<file path="config.mk">
export PLATFORM = sky130hd
export DESIGN_NAME = dev_bus_master
export DESIGN_NICKNAME = d
export VERILOG_FILES = /design/src/rtl/dev_bus_master.sv
export SDC_FILE = /design/constraint.sdc
export NUM_CORES = 1
export LEC_CHECK = 0
export CORE_ASPECT_RATIO = 2
export CORE_MARGIN = 4
export CORE_UTILIZATION = 48
export DETAILED_ROUTE_END_ITERATION = 6
export GPL_TIMING_DRIVEN = 0
export PLACE_DENSITY = 0.75
export SYNTH_ARGS = -nofsm -noshare
export SYNTH_HDL_FRONTEND = slang
export SYNTH_SLANG_ARGS = --single-unit
</file>
<file path="constraint.sdc">
create_clock -name clk -period 4.5 [get_ports clk]
set_input_delay 1.35 -clock clk [delete_from_list [all_inputs] [get_ports clk]]
set_output_delay 1.35 -clock clk [all_outputs]
set_load 0.02 [all_outputs]
</file>
<file path="src/rtl/dev_bus_master.sv">
// Single-outstanding bus master: turns CPU requests into device read/write cycles,
// waits for a typed acknowledge with timeout, and buffers one request that arrives while busy.
module dev_bus_master #(
  parameter int unsigned TIMEOUT = 16
) (
  input  logic       clk,
  input  logic       rst_n,
  input  logic       req_i,
  input  logic       rw_i,
  input  logic [1:0] sel_i,
  input  logic [7:0] wdata_i,
  output logic [7:0] rdata_o,
  output logic       done_o,
  output logic       err_o,
  output logic       busy_o,
  output logic       ovr_o,
  output logic [7:0] data_bus_o,
  input  logic [7:0] data_bus_i,
  output logic [1:0] control_o,
  output logic [1:0] sel_o,
  input  logic [1:0] control_i
);

  typedef enum logic [1:0] {StIdle, StIssue, StWait, StDone} state_e;

  localparam logic [1:0] CtlIdle  = 2'b00;
  localparam logic [1:0] CtlRead  = 2'b01;
  localparam logic [1:0] CtlWrite = 2'b10;

  state_e      state_q, state_d;
  logic        cmd_rw_q, cmd_rw_d;
  logic [1:0]  cmd_sel_q, cmd_sel_d;
  logic [7:0]  cmd_wdata_q, cmd_wdata_d;
  logic        pend_valid_q, pend_valid_d;
  logic        pend_rw_q, pend_rw_d;
  logic [1:0]  pend_sel_q, pend_sel_d;
  logic [7:0]  pend_wdata_q, pend_wdata_d;
  logic [15:0] wait_cnt_q, wait_cnt_d;
  logic        err_q, err_d;
  logic [7:0]  rdata_q, rdata_d;
  logic        ovr_q, ovr_d;

  logic ack_match;
  logic timeout_hit;
  logic active;

  assign ack_match   = cmd_rw_q ? (control_i == CtlRead) : (control_i == CtlWrite);
  assign timeout_hit = (wait_cnt_q == 16'(TIMEOUT - 1));

  always_comb begin
    state_d      = state_q;
    cmd_rw_d     = cmd_rw_q;
    cmd_sel_d    = cmd_sel_q;
    cmd_wdata_d  = cmd_wdata_q;
    pend_valid_d = pend_valid_q;
    pend_rw_d    = pend_rw_q;
    pend_sel_d   = pend_sel_q;
    pend_wdata_d = pend_wdata_q;
    wait_cnt_d   = wait_cnt_q;
    err_d        = err_q;
    rdata_d      = rdata_q;
    ovr_d        = ovr_q;

    // Requests arriving while a transfer is in flight (including DONE) go to the buffer.
    if (state_q != StIdle && req_i) begin
      if (!pend_valid_q) begin
        pend_valid_d = 1'b1;
        pend_rw_d    = rw_i;
        pend_sel_d   = sel_i;
        pend_wdata_d = wdata_i;
      end else begin
        ovr_d = 1'b1;
      end
    end

    unique case (state_q)
      StIdle: begin
        if (pend_valid_q) begin
          cmd_rw_d     = pend_rw_q;
          cmd_sel_d    = pend_sel_q;
          cmd_wdata_d  = pend_wdata_q;
          // The buffered request goes first; a simultaneous new one takes its slot.
          pend_valid_d = req_i;
          if (req_i) begin
            pend_rw_d    = rw_i;
            pend_sel_d   = sel_i;
            pend_wdata_d = wdata_i;
          end
          state_d = StIssue;
        end else if (req_i) begin
          cmd_rw_d    = rw_i;
          cmd_sel_d   = sel_i;
          cmd_wdata_d = wdata_i;
          state_d     = StIssue;
        end
      end
      StIssue: begin
        wait_cnt_d = '0;
        err_d      = 1'b0;
        state_d    = StWait;
      end
      StWait: begin
        // A matching ack wins over a timeout landing in the same cycle.
        if (ack_match) begin
          if (cmd_rw_q) rdata_d = data_bus_i;
          err_d   = 1'b0;
          state_d = StDone;
        end else if (timeout_hit) begin
          err_d   = 1'b1;
          rdata_d = 8'hFF;
          state_d = StDone;
        end else begin
          wait_cnt_d = wait_cnt_q + 16'd1;
        end
      end
      StDone: begin
        state_d = StIdle;
      end
      default: state_d = StIdle;
    endcase
  end

  always_ff @(posedge clk or negedge rst_n) begin
    if (!rst_n) begin
      state_q      <= StIdle;
      cmd_rw_q     <= 1'b0;
      cmd_sel_q    <= 2'b00;
      cmd_wdata_q  <= 8'h00;
      pend_valid_q <= 1'b0;
      pend_rw_q    <= 1'b0;
      pend_sel_q   <= 2'b00;
      pend_wdata_q <= 8'h00;
      wait_cnt_q   <= 16'h0000;
      err_q        <= 1'b0;
      rdata_q      <= 8'h00;
      ovr_q        <= 1'b0;
    end else begin
      state_q      <= state_d;
      cmd_rw_q     <= cmd_rw_d;
      cmd_sel_q    <= cmd_sel_d;
      cmd_wdata_q  <= cmd_wdata_d;
      pend_valid_q <= pend_valid_d;
      pend_rw_q    <= pend_rw_d;
      pend_sel_q   <= pend_sel_d;
      pend_wdata_q <= pend_wdata_d;
      wait_cnt_q   <= wait_cnt_d;
      err_q        <= err_d;
      rdata_q      <= rdata_d;
      ovr_q        <= ovr_d;
    end
  end

  assign active = (state_q == StIssue) || (state_q == StWait);

  always_comb begin
    control_o  = CtlIdle;
    sel_o      = 2'b00;
    data_bus_o = 8'h00;
    if (active) begin
      control_o  = cmd_rw_q ? CtlRead : CtlWrite;
      sel_o      = cmd_sel_q;
      data_bus_o = cmd_rw_q ? 8'h00 : cmd_wdata_q;
    end
  end

  assign done_o  = (state_q == StDone);
  assign err_o   = (state_q == StDone) && err_q;
  assign busy_o  = (state_q != StIdle);
  assign ovr_o   = ovr_q;
  assign rdata_o = rdata_q;

endmodule

</file>
Word-level counts from Yosys, hierarchy flattened
Index checks and enable logic that the tools add are counted.
{"block": "totals", "reg_bits": 51, "out_inout_bits": 24}
{"block": "op_classes", "n_addsub": 1, "n_eq_ne": 11, "n_mux": 44, "reduce_logical": 14}
{"operator": "$mux 8", "count": 12}
{"operator": "$mux 16", "count": 2}
{"operator": "$pmux 16 s2", "count": 1}
{"operator": "$mux 2", "count": 14}
{"operator": "$add 16x1->16 const B", "count": 1}
{"operator": "$eq 16x4->1 const B", "count": 1}
{"operator": "$mux 1", "count": 13}
{"operator": "$pmux 2 s4", "count": 1}
{"operator": "$reduce_and 2->1", "count": 4}
{"operator": "$reduce_bool 2->1", "count": 4}
{"operator": "$eq 2x2->1 const B", "count": 3}
{"operator": "$ne 2x2->1 const B", "count": 3}
{"operator": "$ne 3x3->1 const B", "count": 2}
{"operator": "$reduce_and 3->1", "count": 2}
{"operator": "$eq 2x1->1 const B", "count": 2}
{"operator": "$logic_and 1x1->1", "count": 2}
{"operator": "$logic_not 2->1", "count": 1}
{"operator": "$pmux 1 s2", "count": 1}
{"operator": "$logic_or 1x1->1", "count": 1}

Logic depth before layout (Yosys ltp)
{"block": "depth", "depth_word": 6, "mapped_depth": 7, "mapped_depth_nobuf": 6}

Worst setup path after synthesis
Ideal clock, no wire load.
{"block": "synth_path", "path_type": "reg-to-output", "from": "register state_q[0]", "to": "output data_bus_o[0]", "t_arrival_ps": 1470, "required_time_ps": 3150, "path_slack_ps": 1680, "stages_incl_launch_ff": 6, "path_buffers": 1, "cell_sequence": "dfrtp_1 -> inv_1 -> ha_1 -> nor2b_1 -> clkbuf_1 -> and2_1"}
{"block": "synth_between", "elab_chain_len": 3, "word_cells_on_any_way": 4, "cone_classes": "eq/ne (2); mux (1); reduce/logical (1)"}
{"item": "start: declaration", "line_no": "30", "source": "state_e state_q, state_d;"}
{"item": "start signal: assignment", "line_no": "125", "source": "state_q <= StIdle;"}
{"item": "start signal: assignment", "line_no": "138", "source": "state_q <= state_d;"}
{"item": "$eq 2x1->1 or $eq 2x2->1 (tied branches)", "line_no": "153", "source": "assign active = (state_q == StIssue) || (state_q == StWait);"}
{"item": "$logic_or 1x1->1 *", "line_no": "153"}
{"item": "$mux 8 *", "line_no": "159", "source": "if (active) begin"}
{"item": "end: declaration", "line_no": "17", "source": "output logic [7:0] data_bus_o,"}
Every way passes the cells marked *; elsewhere a longest branch is shown, timed or not.

Worst setup path in the final report
{"block": "layout_path", "from": "register state_q[1]", "to": "output data_bus_o[4]"}
The elaborated chain is that of the path after synthesis.

==> summary.md <==
| Metric | Value |
|---|---|
| Int Power | approximately 1.2 mW |
| Crit path time final | 3.67 ns |
| Initial antenna violation count | 0 |
| CTS Sinks | between 50 and 60 |
| Max-Cap Viols | 0 |
| CTS root buffer | clkbuf_8 |
| Postcts setup bufs | 0 |
| Core ar. | 0.00514 mm2 |
| Standard-cell rows | 37 |
| Final net count | 316 |
| TritonCTS buffer count | 5 |
| Vert. Die Dim | 111 um |
| Max_slew headroom | 53.0% |
| Layout cell share with drive strength beyond 1 | 11.8% |
| Logic pwr share | 47.5% |
| PostCTS Resize Cnt | 0 |
| Sw power | 0.735 mW |
| Seq cells post-synth | 51 |
| Port Buffer Count | 47 |
| Fin. Hold Viols | 0 |
| Area grow syn2layout | 26.1% |
| Clock network power share | 15.7% |
| FF-to-FF Start | state_q[0]$_DFFE_PN0P_ |
| Detailed placement HPWL | 4310 um |
| Reg-to-reg slack, setup | between 2 and 3 ns |
| Post-Syn Area | 0.00253 mm2 |
| Hold WC Path Type | reg -> reg |
| Power Dens Cells | roughly 620 mW/mm2 |
| Wire per inst | between 15 and 20 um |
| Fill cells | 438 |
| RSZ-0062 raised after global routing | false |
| Initial DRT Pass Iterations | 4 |
| Crit. End Element | output port |
| Largest net degree at the start of global routing | 39 |
| Commonest cells post-synth | 51 x dfrtp_1, 27 x nand2_1, 18 x mux2i_1 |
| Initial Util | 49.3% |
| Startpoint Class | register |
| Setup_tns | 0 ns |
| Yosys warning total | 0 |
| CTS Buffer Depth | 2 |
| Post-synth top area share | 50.3% |
| Via count | 1960 |
| Starting DRT DRC Count | 39 |
| CTS H-tree lvls | 2 |
| First-pass GRT wire length | roughly 9800 um |
| Ys flop type | dfrtp_1 |
| GRT busiest layer | met2 |
| Worst EP required | between 3 and 4 ns |
| Max Clk Rate | 272 MHz |
| Routing usage on met1 | 21.0% |
| Final setup fails | 0 |
| Met2 Usage GRT | 33.9% |
| Pre-CTS setup slack | 1.13 ns |
| R2R depth | 6 |
| Hold-fix buffers, CTS | 0 |
| Clock insertion delay at the later pin of the skew report | ~0.30 ns |
| Final WL | 5570 um |
| Worst-path clk slew | 0.09 ns |
| Gr usage total | about a fifth |
| Average cell area after synthesis | between 10 and 15 um2 |
| Slew Limit Fails | 0 |
| Vias per inst | 5.68 |
| Met3 Usage GRT | 4.43% |
| Antenna cells | 0 |
| Gpl congestion | 0.781 |
| CTS tree | done |
| Die area | 0.00658 mm2 |
| EDFF count, synth | 0 |
| DRC | 0 |
| Footprint of the multi-input gates | 0.00119 mm2 |
| Gr ovfl total | 0 |
| Final worst setup slack | roughly 0.83 ns |
| Vias in the first global route | 2072 |
| Critical path peak fanout | 9 |
| Arrival @ worst endpoint | roughly 2.3 ns |
| Flop pwr share | 36.7% |
| Synthesized Nets | 261 |
| Synth area leaders | dfrtp_1 50%, mux2i_1 7.1%, mux2_2 5.3% |
| Area leader, netlist | dfrtp_1 |
| CP Launch Point | state_q[1]$_DFFE_PN0P_ |
| DRT antenna net count | 0 |
| Fin crit share | a little over 80% |
| Async SR Flop Fraction | 100% |
| Number of distinct library cells after synthesis | 44 |
| DIE WIDTH | 59.4 um |
| CP endpoint | data_bus_o[4] |
| # IOs | 48 |
| Depth of the worst hold-timing path | 1 |
| LEAKAGE | 1.40 nW |
| Sequential cell area | 0.00128 mm2 |
| Status | finished, final reports clean |
| Sequential cell area fraction in the yosys report | 50.3% |
| VDD IR max | 443 uV |
| Worst r2r dst | wait_cnt_q[11]$_DFFE_PN0P_ |
| Switching Share | roughly 37% |
| Critical path class | reg -> out |
| Setup Skew | between 0.007 and 0.008 ns |
| Top-count cell post-synth | dfrtp_1 |
| Actual slew at the worst max-slew pin | approximately 0.70 ns |
| Synth Instances | 232 |
==> layout make-up <==
class | count | share of cell area [%]
plain buffers | 10 | 1.57
well taps | 58 | 2.27
clock inverters | 1 | 0.940
clock buffers | 6 | 2.27
flip-flops and latches | 51 | 39.9
multi-input cells | 167 | 37.4
repair buffers | 48 | 15.2
inverters | 4 | 0.470
==> worst min-delay path by stage <==
| stage | slack (ns) | start | endpoint |
|---|---|---|---|
| 6_report | 0.48 | ovr_o$_DFFE_PN0P_ | ovr_o$_DFFE_PN0P_ |
| 5_1_grt | 0.51 | cmd_wdata_q[3]$_DFFE_PN0P_ | cmd_wdata_q[3]$_DFFE_PN0P_ |
| 3_3_place_gp | 0.45 | ovr_o$_DFFE_PN0P_ | ovr_o$_DFFE_PN0P_ |
| 4_1_cts | 0.48 | cmd_wdata_q[5]$_DFFE_PN0P_ | cmd_wdata_q[5]$_DFFE_PN0P_ |
| 3_5_place_dp | 0.46 | cmd_wdata_q[5]$_DFFE_PN0P_ | cmd_wdata_q[5]$_DFFE_PN0P_ |
| 2_1_floorplan | 0.44 | cmd_wdata_q[0]$_DFFE_PN0P_ | cmd_wdata_q[0]$_DFFE_PN0P_ |
==> state kept, by name, indices dropped and copies added (netlist names) <==
register / count
state_q: 2
err_q: 1
rdata_o: 8
pend_rw_q: 1
cmd_wdata_q: 8
cmd_rw_q: 1
pend_valid_q: 1
pend_sel_q: 2
wait_cnt_q: 16
cmd_sel_q: 2
ovr_o: 1
pend_wdata_q: 8
==> cells by family (layout without fill, tap and decap cells) <==
family / Yosys count / in the layout / synth area share, %
multiplexers: 30 / 30 / 12.4
buffers and inverters: 14 / 69 / 2.57
AO/OA/AOI/OAI: 43 / 43 / 11.7
adder cells (fa/ha/maj): 6 / 6 / 2.86
AND/OR/NAND/NOR: 87 / 87 / 19.7
XOR/XNOR: 1 / 1 / 0.346
flip-flops: 51 / 51 / 50.3
==> worst max-delay path, cell delays in order, from the launching register on <==
cell	delay (ns)
dfrtp_1	0.40
inv_1	0.08
ha_1	0.33
nor2b_1	0.14
clkbuf_1	0.28
and2_1	0.18
clkdlybuf4s50_1	0.62
==> through the flow <==
stage | hold WS (ns) | util [%] | power, mW | instances | cell area [um2]
after detailed placement | 0.462 | 60.2 | 1.69 | 338 | 3090
after floorplan | 0.442 | - | 1.33 | 232 | 2530
after global placement | 0.450 | 59.9 | 1.67 | 337 | 3080
after global routing | 0.510 | 62.2 | 2.14 | 345 | 3200
after CTS | 0.482 | 62.2 | 2.00 | 345 | 3200
final | 0.477 | 62.2 | 1.98 | 345 | 3200
==> metal layers <==
metal	share of wire [%]	routed length [um]
met1	37	2050
met2	58	3240
met3	3.0	168
met4	2.1	119
met5	0	0
==> power by group through the flow <==
stage | sequential (mW) | combinational, mW | clock [mW]
floorplan | 0.754 | 0.574 | 0
global placement | 0.729 | 0.938 | 0
detailed placement | 0.738 | 0.953 | 0
CTS | 0.729 | 0.958 | 0.317
global route | 0.755 | 1.05 | 0.336
finish | 0.729 | 0.943 | 0.312
==> cells in the final DEF, fill, tap and decap left out, drive strengths merged, types with 3 or more instances in the layout <==
cell           netlist  routed
dfrtp               51      51
clkdlybuf4s50        0      46
nand2               27      27
mux2i               18      18
o21ai               14      14
and2                13      13
mux2                12      12
clkbuf               4      10
nand4                9       9
o22a                 9       9
buf                  6       8
a21oi                7       7
and3                 5       5
nor2                 5       5
ha                   5       5
inv                  4       4
nand3                4       4
nor4b                4       4
nor2b                3       3
nor3                 3       3
o31ai                3       3
and4                 3       3
Note: power is estimated with default switching activity, not from simulation.
